[config.mk]
export PLATFORM = sky130hd
export DESIGN_NAME = pmod_pattern_gen
export DESIGN_NICKNAME = d
export VERILOG_FILES = /design/src/rtl/pmod_pattern_pkg.sv /design/src/rtl/pmod_pattern_ch.sv /design/src/rtl/pmod_pattern_gen.sv
export SDC_FILE = /design/constraint.sdc
export NUM_CORES = 1
export LEC_CHECK = 0
export CAP_MARGIN = 5
export CORE_AREA = 2 2 139 141
export CTS_CLUSTER_DIAMETER = 50
export DETAILED_ROUTE_END_ITERATION = 7
export DIE_AREA = 0 0 141 143
export PLACE_DENSITY_LB_ADDON = 0.25
export SLEW_MARGIN = 10
export SYNTH_ARGS = -nofsm -noshare
export SYNTH_HDL_FRONTEND = slang
export SYNTH_SLANG_ARGS = --single-unit
[constraint.sdc]
create_clock -name clk200 -period 2.9 [get_ports clk200]
set_input_delay 0.725 -clock clk200 [delete_from_list [all_inputs] [get_ports clk200]]
set_output_delay 0.725 -clock clk200 [all_outputs]
set_load 0.01 [all_outputs]
[src/rtl/pmod_pattern_pkg.sv]
// Shared types for the PMOD pattern generator: channel modes and one-shot FSM states.
// Pure declarations; no logic, no latency, no backpressure.
package pmod_pattern_pkg;

    localparam int MODE_W = 2;

    typedef enum logic [MODE_W-1:0] {
        MODE_OFF   = 2'b00,
        MODE_DIV   = 2'b01,
        MODE_PWM   = 2'b10,
        MODE_PULSE = 2'b11
    } mode_e;

    typedef enum logic {
        PS_IDLE   = 1'b0,
        PS_ACTIVE = 1'b1
    } pulse_state_e;

endpackage

[src/rtl/pmod_pattern_ch.sv]
// One PMOD channel: mode mux over divider tap, PWM compare and triggered one-shot.
// Output registered, 1-cycle latency from cnt/cfg; free-running, no backpressure.
module pmod_pattern_ch
    import pmod_pattern_pkg::*;
#(
    parameter int CNT_W   = 32,
    parameter int TAP_W   = $clog2(CNT_W),
    parameter int DUTY_W  = 8,
    parameter int PULSE_W = 16
) (
    input  logic               clk200,
    input  logic               rst_n,
    input  logic [CNT_W-1:0]   cnt,
    input  logic               rise,
    input  mode_e              mode,
    input  logic [TAP_W-1:0]   tap,
    input  logic [DUTY_W-1:0]  duty,
    input  logic [PULSE_W-1:0] pulse_len,
    output logic               pmod_out,
    output logic               busy
);

    localparam int IDX_W = $clog2(CNT_W);

    logic [IDX_W-1:0]   tap_idx;
    logic               pwm_hit;
    pulse_state_e       state;
    pulse_state_e       state_nxt;
    logic [PULSE_W-1:0] remain;
    logic [PULSE_W-1:0] remain_nxt;
    logic               out_nxt;

    // Only tap codes that can name a bit beyond the counter need clamping.
    if ((1 << TAP_W) > CNT_W) begin : g_clamp
        always_comb begin
            tap_idx = (tap > TAP_W'(CNT_W - 1)) ? IDX_W'(CNT_W - 1) : tap[IDX_W-1:0];
        end
    end else begin : g_direct
        always_comb begin
            tap_idx = tap[IDX_W-1:0];
        end
    end

    always_comb begin
        pwm_hit = (cnt[DUTY_W-1:0] < duty);
    end

    always_comb begin
        state_nxt  = state;
        remain_nxt = remain;
        if (mode != MODE_PULSE) begin
            state_nxt  = PS_IDLE;
            remain_nxt = '0;
        end else begin
            case (state)
                PS_IDLE: begin
                    if (rise && (pulse_len != '0)) begin
                        state_nxt  = PS_ACTIVE;
                        remain_nxt = pulse_len - PULSE_W'(1);
                    end
                end
                PS_ACTIVE: begin
                    if (remain == '0) begin
                        state_nxt = PS_IDLE;
                    end else begin
                        remain_nxt = remain - PULSE_W'(1);
                    end
                end
                default: state_nxt = PS_IDLE;
            endcase
        end

        out_nxt = 1'b0;
        case (mode)
            MODE_OFF:   out_nxt = 1'b0;
            MODE_DIV:   out_nxt = cnt[tap_idx];
            MODE_PWM:   out_nxt = pwm_hit;
            MODE_PULSE: out_nxt = (state_nxt == PS_ACTIVE);
            default:    out_nxt = 1'b0;
        endcase
    end

    always_ff @(posedge clk200 or negedge rst_n) begin
        if (!rst_n) begin
            state    <= PS_IDLE;
            remain   <= '0;
            pmod_out <= 1'b0;
        end else begin
            state    <= state_nxt;
            remain   <= remain_nxt;
            pmod_out <= out_nxt;
        end
    end

    assign busy = (state == PS_ACTIVE);

endmodule

[src/rtl/pmod_pattern_gen.sv]
// PMOD pattern generator: shared counter, trigger sync/edge detect, heartbeat, N_CH channels.
// All outputs registered (1 cycle; trigger-to-pulse SYNC_STAGES+2 edges); no backpressure.
module pmod_pattern_gen
    import pmod_pattern_pkg::*;
#(
    parameter int N_CH        = 4,
    parameter int CNT_W       = 32,
    parameter int TAP_W       = $clog2(CNT_W),
    parameter int DUTY_W      = 8,
    parameter int PULSE_W     = 16,
    parameter int SYNC_STAGES = 2
) (
    input  logic                     clk200,
    input  logic                     rst_n,
    input  logic [N_CH*MODE_W-1:0]   cfg_mode,
    input  logic [N_CH*TAP_W-1:0]    cfg_tap,
    input  logic [N_CH*DUTY_W-1:0]   cfg_duty,
    input  logic [PULSE_W-1:0]       cfg_pulse_len,
    input  logic                     trig_async,
    output logic [N_CH-1:0]          pmod_out,
    output logic [N_CH-1:0]          busy,
    output logic                     heartbeat
);

    logic [CNT_W-1:0]       cnt;
    logic [SYNC_STAGES-1:0] sync;
    logic                   trig_prev;
    logic                   rise;

    // rise is registered so every channel sees a clean single-cycle strobe.
    always_ff @(posedge clk200 or negedge rst_n) begin
        if (!rst_n) begin
            cnt       <= '0;
            sync      <= '0;
            trig_prev <= 1'b0;
            rise      <= 1'b0;
            heartbeat <= 1'b0;
        end else begin
            cnt       <= cnt + CNT_W'(1);
            sync      <= {sync[SYNC_STAGES-2:0], trig_async};
            trig_prev <= sync[SYNC_STAGES-1];
            rise      <= sync[SYNC_STAGES-1] & ~trig_prev;
            heartbeat <= cnt[CNT_W-1];
        end
    end

    for (genvar i = 0; i < N_CH; i++) begin : g_ch
        pmod_pattern_ch #(
            .CNT_W   (CNT_W),
            .TAP_W   (TAP_W),
            .DUTY_W  (DUTY_W),
            .PULSE_W (PULSE_W)
        ) u_ch (
            .clk200    (clk200),
            .rst_n     (rst_n),
            .cnt       (cnt),
            .rise      (rise),
            .mode      (mode_e'(cfg_mode[MODE_W*i +: MODE_W])),
            .tap       (cfg_tap[TAP_W*i +: TAP_W]),
            .duty      (cfg_duty[DUTY_W*i +: DUTY_W]),
            .pulse_len (cfg_pulse_len),
            .pmod_out  (pmod_out[i]),
            .busy      (busy[i])
        );
    end

endmodule
# Yosys cells after proc, flatten, opt, wreduce, memory -nomap -nowiden
# Cells that the tools add are included.
dict set report totals {
  output_inout_bits 9
  ff_bits 109
  wordCells 113
}
dict set report op_classes {
  add_sub_neg 6
  mux 38
  n_bitwise 6
  order_cmp 8
  n_eq_ne 24
  n_reduce_logical 14
}
# op count
set ops {}
lappend ops {{$mux W16} 9}
lappend ops {{$pmux W16 S2} 4}
lappend ops {{$sub A16 B1 Y16 const B} 5}
lappend ops {{$logic_not A16 Y1} 4}
lappend ops {{$add A32 B1 Y32 const B} 1}
lappend ops {{$lt A8 B8 Y1} 4}
lappend ops {{$lt A5 B6 Y1 const B} 4}
lappend ops {{$bmux W1 S5} 4}
lappend ops {{$eq A2 B2 Y1 const B} 8}
lappend ops {{$pmux W1 S4} 4}
lappend ops {{$reduce_bool A16 Y1} 1}
lappend ops {{$mux W1} 13}
lappend ops {{$ne A3 B3 Y1 const B} 4}
lappend ops {{$eq A2 B1 Y1 const B} 4}
lappend ops {{$logic_not A2 Y1} 4}
lappend ops {{$ne A2 B2 Y1 const B} 4}
lappend ops {{$pmux W1 S2} 4}
lappend ops {{$reduce_and A2 Y1} 4}
lappend ops {{$ne A3 B1 Y1 const B} 2}
lappend ops {{$ne A3 B2 Y1 const B} 2}
lappend ops {{$not A1 Y1} 5}
lappend ops {{$and A1 B1 Y1} 1}
lappend ops {{$logic_and A1 B1 Y1} 1}

# Logic depth before layout (Yosys ltp)
# Gate-level depths: netlist (run 1).
dict set report depth {
  depth_word 6
  depth_mapped 10
  mapped_depth_nobuf 8
}

# Hierarchy
# From an unflattened synthesis (run 1), not the netlist that was laid out.
dict set report hier_totals {
  hier_cells 1001
  hier_area_um2 9212.6
}
# mod cells_each area_per_inst_um2 n_inst seq_area_each_um2
set by_module_without_submodules {}
lappend by_module_without_submodules {pmod_pattern_ch 217 1900.6 4 450.4}
lappend by_module_without_submodules {pmod_pattern_gen 133 1610.3 1 925.9}

# Worst setup path before layout (run 1)
# OpenSTA, ideal clock, no wires.
dict set report synth_timing {
  kind {input to register}
  from {in cfg_tap[1]}
  to {reg g_ch[0].u_ch.pmod_out}
  cell_stages 6
  setup_slack_ns 0.347
  arrival_ns 2.426
  required_time_ns 2.773
  path_cell_list {clkbuf_1 -> mux4_2 -> mux4_2 -> mux2_2 -> nand2_1 -> mux2i_1}
}
dict set report synth_between {
  elab_chain_len 3
}
# item line
set synth_rtl {}
lappend synth_rtl {{start: declaration} pmod_pattern_gen.sv:16} ;# input logic [N_CH*TAP_W-1:0] cfg_tap,
lappend synth_rtl {{$bmux W1 S5} pmod_pattern_ch.sv:76} ;# MODE_DIV: out_nxt = cnt[tap_idx];
lappend synth_rtl {{$mux W1 (not written as such)} pmod_pattern_ch.sv:76}
lappend synth_rtl {{$pmux W1 S4} pmod_pattern_ch.sv:74} ;# case (mode)
lappend synth_rtl {{net g_ch[0].u_ch.out_nxt} pmod_pattern_ch.sv:31} ;# logic out_nxt;
lappend synth_rtl {{end signal: assignment} pmod_pattern_ch.sv:91} ;# pmod_out <= out_nxt;
lappend synth_rtl {{end: declaration} pmod_pattern_ch.sv:19} ;# output logic pmod_out,
# The timed path passes the listed nets, and every way through them passes these cells. The select of a mux whose other input is x is not followed.
# A chain may end at the register's enable or synchronous reset.

# Final worst setup path (run 1)
dict set report layout_timing {
  from {in cfg_pulse_len[2]}
  to {reg g_ch[2].u_ch.remain[15]}
}
dict set report layout_between {
  elab_chain_len 4
  elab_cells_between_ends 8
  cone_classes {add/sub (1); eq/ne (1); mux (3); reduce/logical (3)}
}
# item line
set layout_rtl {}
lappend layout_rtl {{start: declaration} pmod_pattern_gen.sv:18} ;# input logic [PULSE_W-1:0] cfg_pulse_len,
lappend layout_rtl {{$sub A16 B1 Y16 / $reduce_bool A16 Y1 (equally long branches)} {pmod_pattern_ch.sv:59, pmod_pattern_ch.sv:57}}
lappend layout_rtl {{$mux W16 / $logic_and A1 B1 Y1 (equally long branches)} pmod_pattern_ch.sv:57} ;# if (rise && (pulse_len != '0)) begin
lappend layout_rtl {{$pmux W16 S2 / $ne A3 B2 Y1 (equally long branches)} -}
lappend layout_rtl {{$mux W16 / $reduce_and A2 Y1 (equally long branches)} -}
lappend layout_rtl {{end signal: assignment} pmod_pattern_ch.sv:90} ;# remain <= remain_nxt;
lappend layout_rtl {{end: declaration} pmod_pattern_ch.sv:29} ;# logic [PULSE_W-1:0] remain;
# Parallel ways exist; a longest one is shown, timed or not. The select of a mux whose other input is x is not followed.

==> impl_metrics.py, run 1 <==
metrics = {
    "outcome": {
        "outcome": "completed",
    },
    "global_routing": {
        "grt_pass1_vias": 7139,
        "antenna_found_initial": 0,
        "grt_overflow": 0,
        "grt_max_degree": 45,
        "grtUsageTotal": 0.2417,
        "grt_pass1_wl_um": 38500,
    },
    "pwr": {
        "combinationalPowerShare": 0.258,
        "seqPwrFrac": 0.417,
        "internal_power_mw": 2.649,
        "netSwitchingFraction": 0.3098,
        "vdd.ir_drop.worst_uv": 312.1,
        "clock_power_share": 0.324,
        "total_power_mw": 3.839,
        "power_density_nw_per_um2": 373.5,
        "leakage_nw": 4.545,
        "p_sw_mw": 1.189,
    },
    "layout": {
        "areaGrowthSynthToFinish_pct": 24.74,
        "diodes": 0,
        "layout-drive-gt1-share": 0.1817,
        "fin_nets": 1131,
        "final_cell_mix": "dfrtp_1 (109), buf_4 (99), clkdlybuf4s50_1 (85)",
        "final_core_util": 0.5531,
        "fin_area_um2": 10280,
        "instances_no_fill": 1252,
        "num-fill-cells": 1654,
        "final_common_cell": "dfrtp_1",
    },
    "floorplan": {
        "die_x_um": 141,
        "dieArea_um2": 20160,
        "rows": 50,
        "core_area_um2": 18580,
        "ios": 88,
        "die_h_um": 143,
        "start_util": 0.4434,
    },
    "cts": {
        "cts_tree": "yes",
        "cts_buffers": 9,
        "clkTransAtPathRegs_ns": 0.08,
        "cts_root_buffer": "clkbuf_16",
        "ctsHoldBuffers": 0,
        "cts_sinks": 109,
        "cts_buffer_depth": 2,
        "clock_latency_ns": 0.37,
        "cts_htree_levels": 3,
    },
    "routing": {
        "wire_per_inst_um": 18.74,
        "dr.pass1.iters": 5,
        "num_vias": 7470,
        "initialDrtViolationCount": 603,
        "drc": 0,
        "wl_um": 23460,
        "vias_per_cell": 5.966,
        "drtAntennaViolNets": 0,
    },
    "synthesis": {
        "ys_ff_latch": 109,
        "synthFlopType": "dfrtp_1",
        "synth-edff-count": 0,
        "syn_avg_cell_area_um2": 9.592,
        "syn_nets": 977,
        "synth_cell_type_count": 76,
        "yosys_warnings": 0,
        "yosysSeqAreaShare": 0.3311,
        "synthesis.area_um2": 8239,
        "synthArstFlopShare": 1.000,
        "syn_inst": 859,
    },
    "setup_path": {
        "cp_data_arrival_time_ns": 3.05,
        "worstSetupPathType": "in2reg",
        "cp_slowest_cell": "or4b_1",
        "critical_path_required_ns": 3.15,
        "start_kind": "input port",
        "crit_chain": "clkdlybuf4s50_1, nor4_4, nand3_2, or4b_1, xnor2_2, nor2_1, o32ai_1",
        "crit_fanout": 4,
        "critPathMaxStageDelay_ns": 0.57,
        "endpoint_kind": "register",
    },
    "timing": {
        "final.setup_skew_ns": 0.01165,
        "fmax_mhz": 356.2,
        "max-slew-margin-rel": 0.5121,
        "slew_violations": 0,
        "finalSetupViolCount": 0,
        "layout_min_cycle_time_ns": 2.808,
        "hold_viol": 0,
        "fin_crit_sh": 0.9682,
        "fin_tns_setup_ns": 0,
        "worst_slew_pin_slew_ns": 0.7301,
        "rsz0062_at_grt": "yes",
    },
    "placement": {
        "placed_area_um2": 9978,
        "hpwl_um": 17460,
        "place_congestion": 0.9156,
        "dp.cells": 1236,
        "io_buffers": 87,
    },
    "job": {
        "max_cap_viol_count": 0,
    },
    "hold_path": {
        "holdCritPathClass": "in2async",
    },
}
-- cells in the mapped netlist, types with 11 or more instances --
cell type  instances  area (um2)
xnor2_1           36       315.3
nor3_1            21       105.1
nand3_1           22       110.1
clkbuf_1          21       78.83
dfrtp_1          109        2728
nor2_1            72       270.3
mux2i_1           19       190.2
a21oi_1           45       225.2
mux4_2            35       788.3
inv_1             42       157.7
buf_2             11       55.05
nand4_1           11       68.82
a211oi_1          14       105.1
nor4_1            20       125.1
ha_1              39       488.0
o21ai_0           33       165.2
a22oi_1           13       97.59
xor2_1            23       201.4
a22o_1            14       122.6
nand2_1           59       221.5
nand2b_1          12       75.07
-- cell families (layout without fill, tap and decap cells) --
kind of cell,count (synthesis),after routing,synth area share
AOI/OAI and AO/OA,199,199,0.1648
xor gates and xnor gates,60,60,0.06469
adders and majority gates,39,39,0.05923
buffers and inverters,90,249,0.05087
DFF,109,109,0.3311
muxes,60,60,0.1270
and+or+nand+nor,302,302,0.2024
-- sequential cells by signal (all words and copies together) (netlist names) --
name                cells
g_ch.u_ch.busy          4
cnt                    32
heartbeat               1
g_ch.u_ch.remain       64
trig_prev               1
rise                    1
g_ch.u_ch.pmod_out      4
sync                    2
-- path summary, 6_finish.rpt --
check | start | end | slack [ns] | depth (start not counted)
min in group clk200 | sync[0] | sync[1] | 0.35 | 0
worst min register to register | sync[0] | sync[1] | 0.35 | 0
worst min-delay path | rst_n | g_ch[3].u_ch.remain[2] | 0.35 | 1
worst max register to register | g_ch[3].u_ch.remain[4] | g_ch[3].u_ch.remain[6] | 0.46 | 7
max in group asynchronous | rst_n | g_ch[0].u_ch.remain[15] | 1.90 | 2
worst max-delay path | cfg_pulse_len[2] | g_ch[2].u_ch.remain[15] | 0.09 | 7
-- metal layers --
metal | wire (um) | part of all wire | up-vias | track usage
li1 | - | - | 3536 | -
met1 | 10760 | 0.46 | 3624 | 0.3481
met2 | 10760 | 0.46 | 282 | 0.3810
met3 | 1578 | 0.067 | 28 | 0.03454
met4 | 356 | 0.015 | 0 | 0.07105
met5 | 0 | 0 | - | 0
-- power by group through the flow --
stage	clock [mW]	combinational [mW]	sequential, mW
CTS	1.27	0.992	1.60
floorplan	0	0.573	1.62
global placement	0	0.977	1.63
detailed placement	0	0.986	1.63
finish	1.25	0.992	1.60
global route	1.34	1.09	1.61
-- final cells by class --
| type | count | area [um2] | area share |
|---|---|---|---|
| clock buffer | 9 | 225.2 | 0.02191 |
| clock inverter | 7 | 65.06 | 0.006331 |
| inverter | 43 | 161.4 | 0.01570 |
| multi-input combinational | 660 | 5099 | 0.4961 |
| sequential | 109 | 2728 | 0.2654 |
| tap | 234 | 292.8 | 0.02849 |
| timing repair buffer | 190 | 1707 | 0.1661 |
-- critical path, delay by kind of cell --
| kind | cells | cell delay, ns |
|---|---|---|
| compound gates | 1 | 0.32 |
| xor+xnor | 1 | 0.27 |
| buf+inv | 1 | 0.52 |
| simple gates | 4 | 1.22 |
-- repair_timing --
item                                    4_1_cts  5_1_grt
buffers inserted                              0        0
endpoints found under the setup margin        0       26
gates resized for setup                       0        2
-- per-stage QoR --
stage	worst slack, ns	hold WS (ns)
floorplan	0.3471	0.3312
global placement	-0.2136	0.3335
detailed placement	-0.2518	0.3364
CTS	0.05812	0.3553
global route	-0.04090	0.3620
finish	0.09234	0.3462
(Power assumes the default switching activity.)
==> run 2, diff against run 1 <==
--- a/config.mk
+++ b/config.mk
@@ -5,7 +5,7 @@
 export SDC_FILE = /design/constraint.sdc
 export NUM_CORES = 1
 export LEC_CHECK = 0
-export CAP_MARGIN = 5
+export CAP_MARGIN = 20
 export CORE_AREA = 2 2 139 141
 export CTS_CLUSTER_DIAMETER = 50
 export DETAILED_ROUTE_END_ITERATION = 7
==> results of run 2 <==
No change in the layout: final DEF, timing and power equal those of run 1.
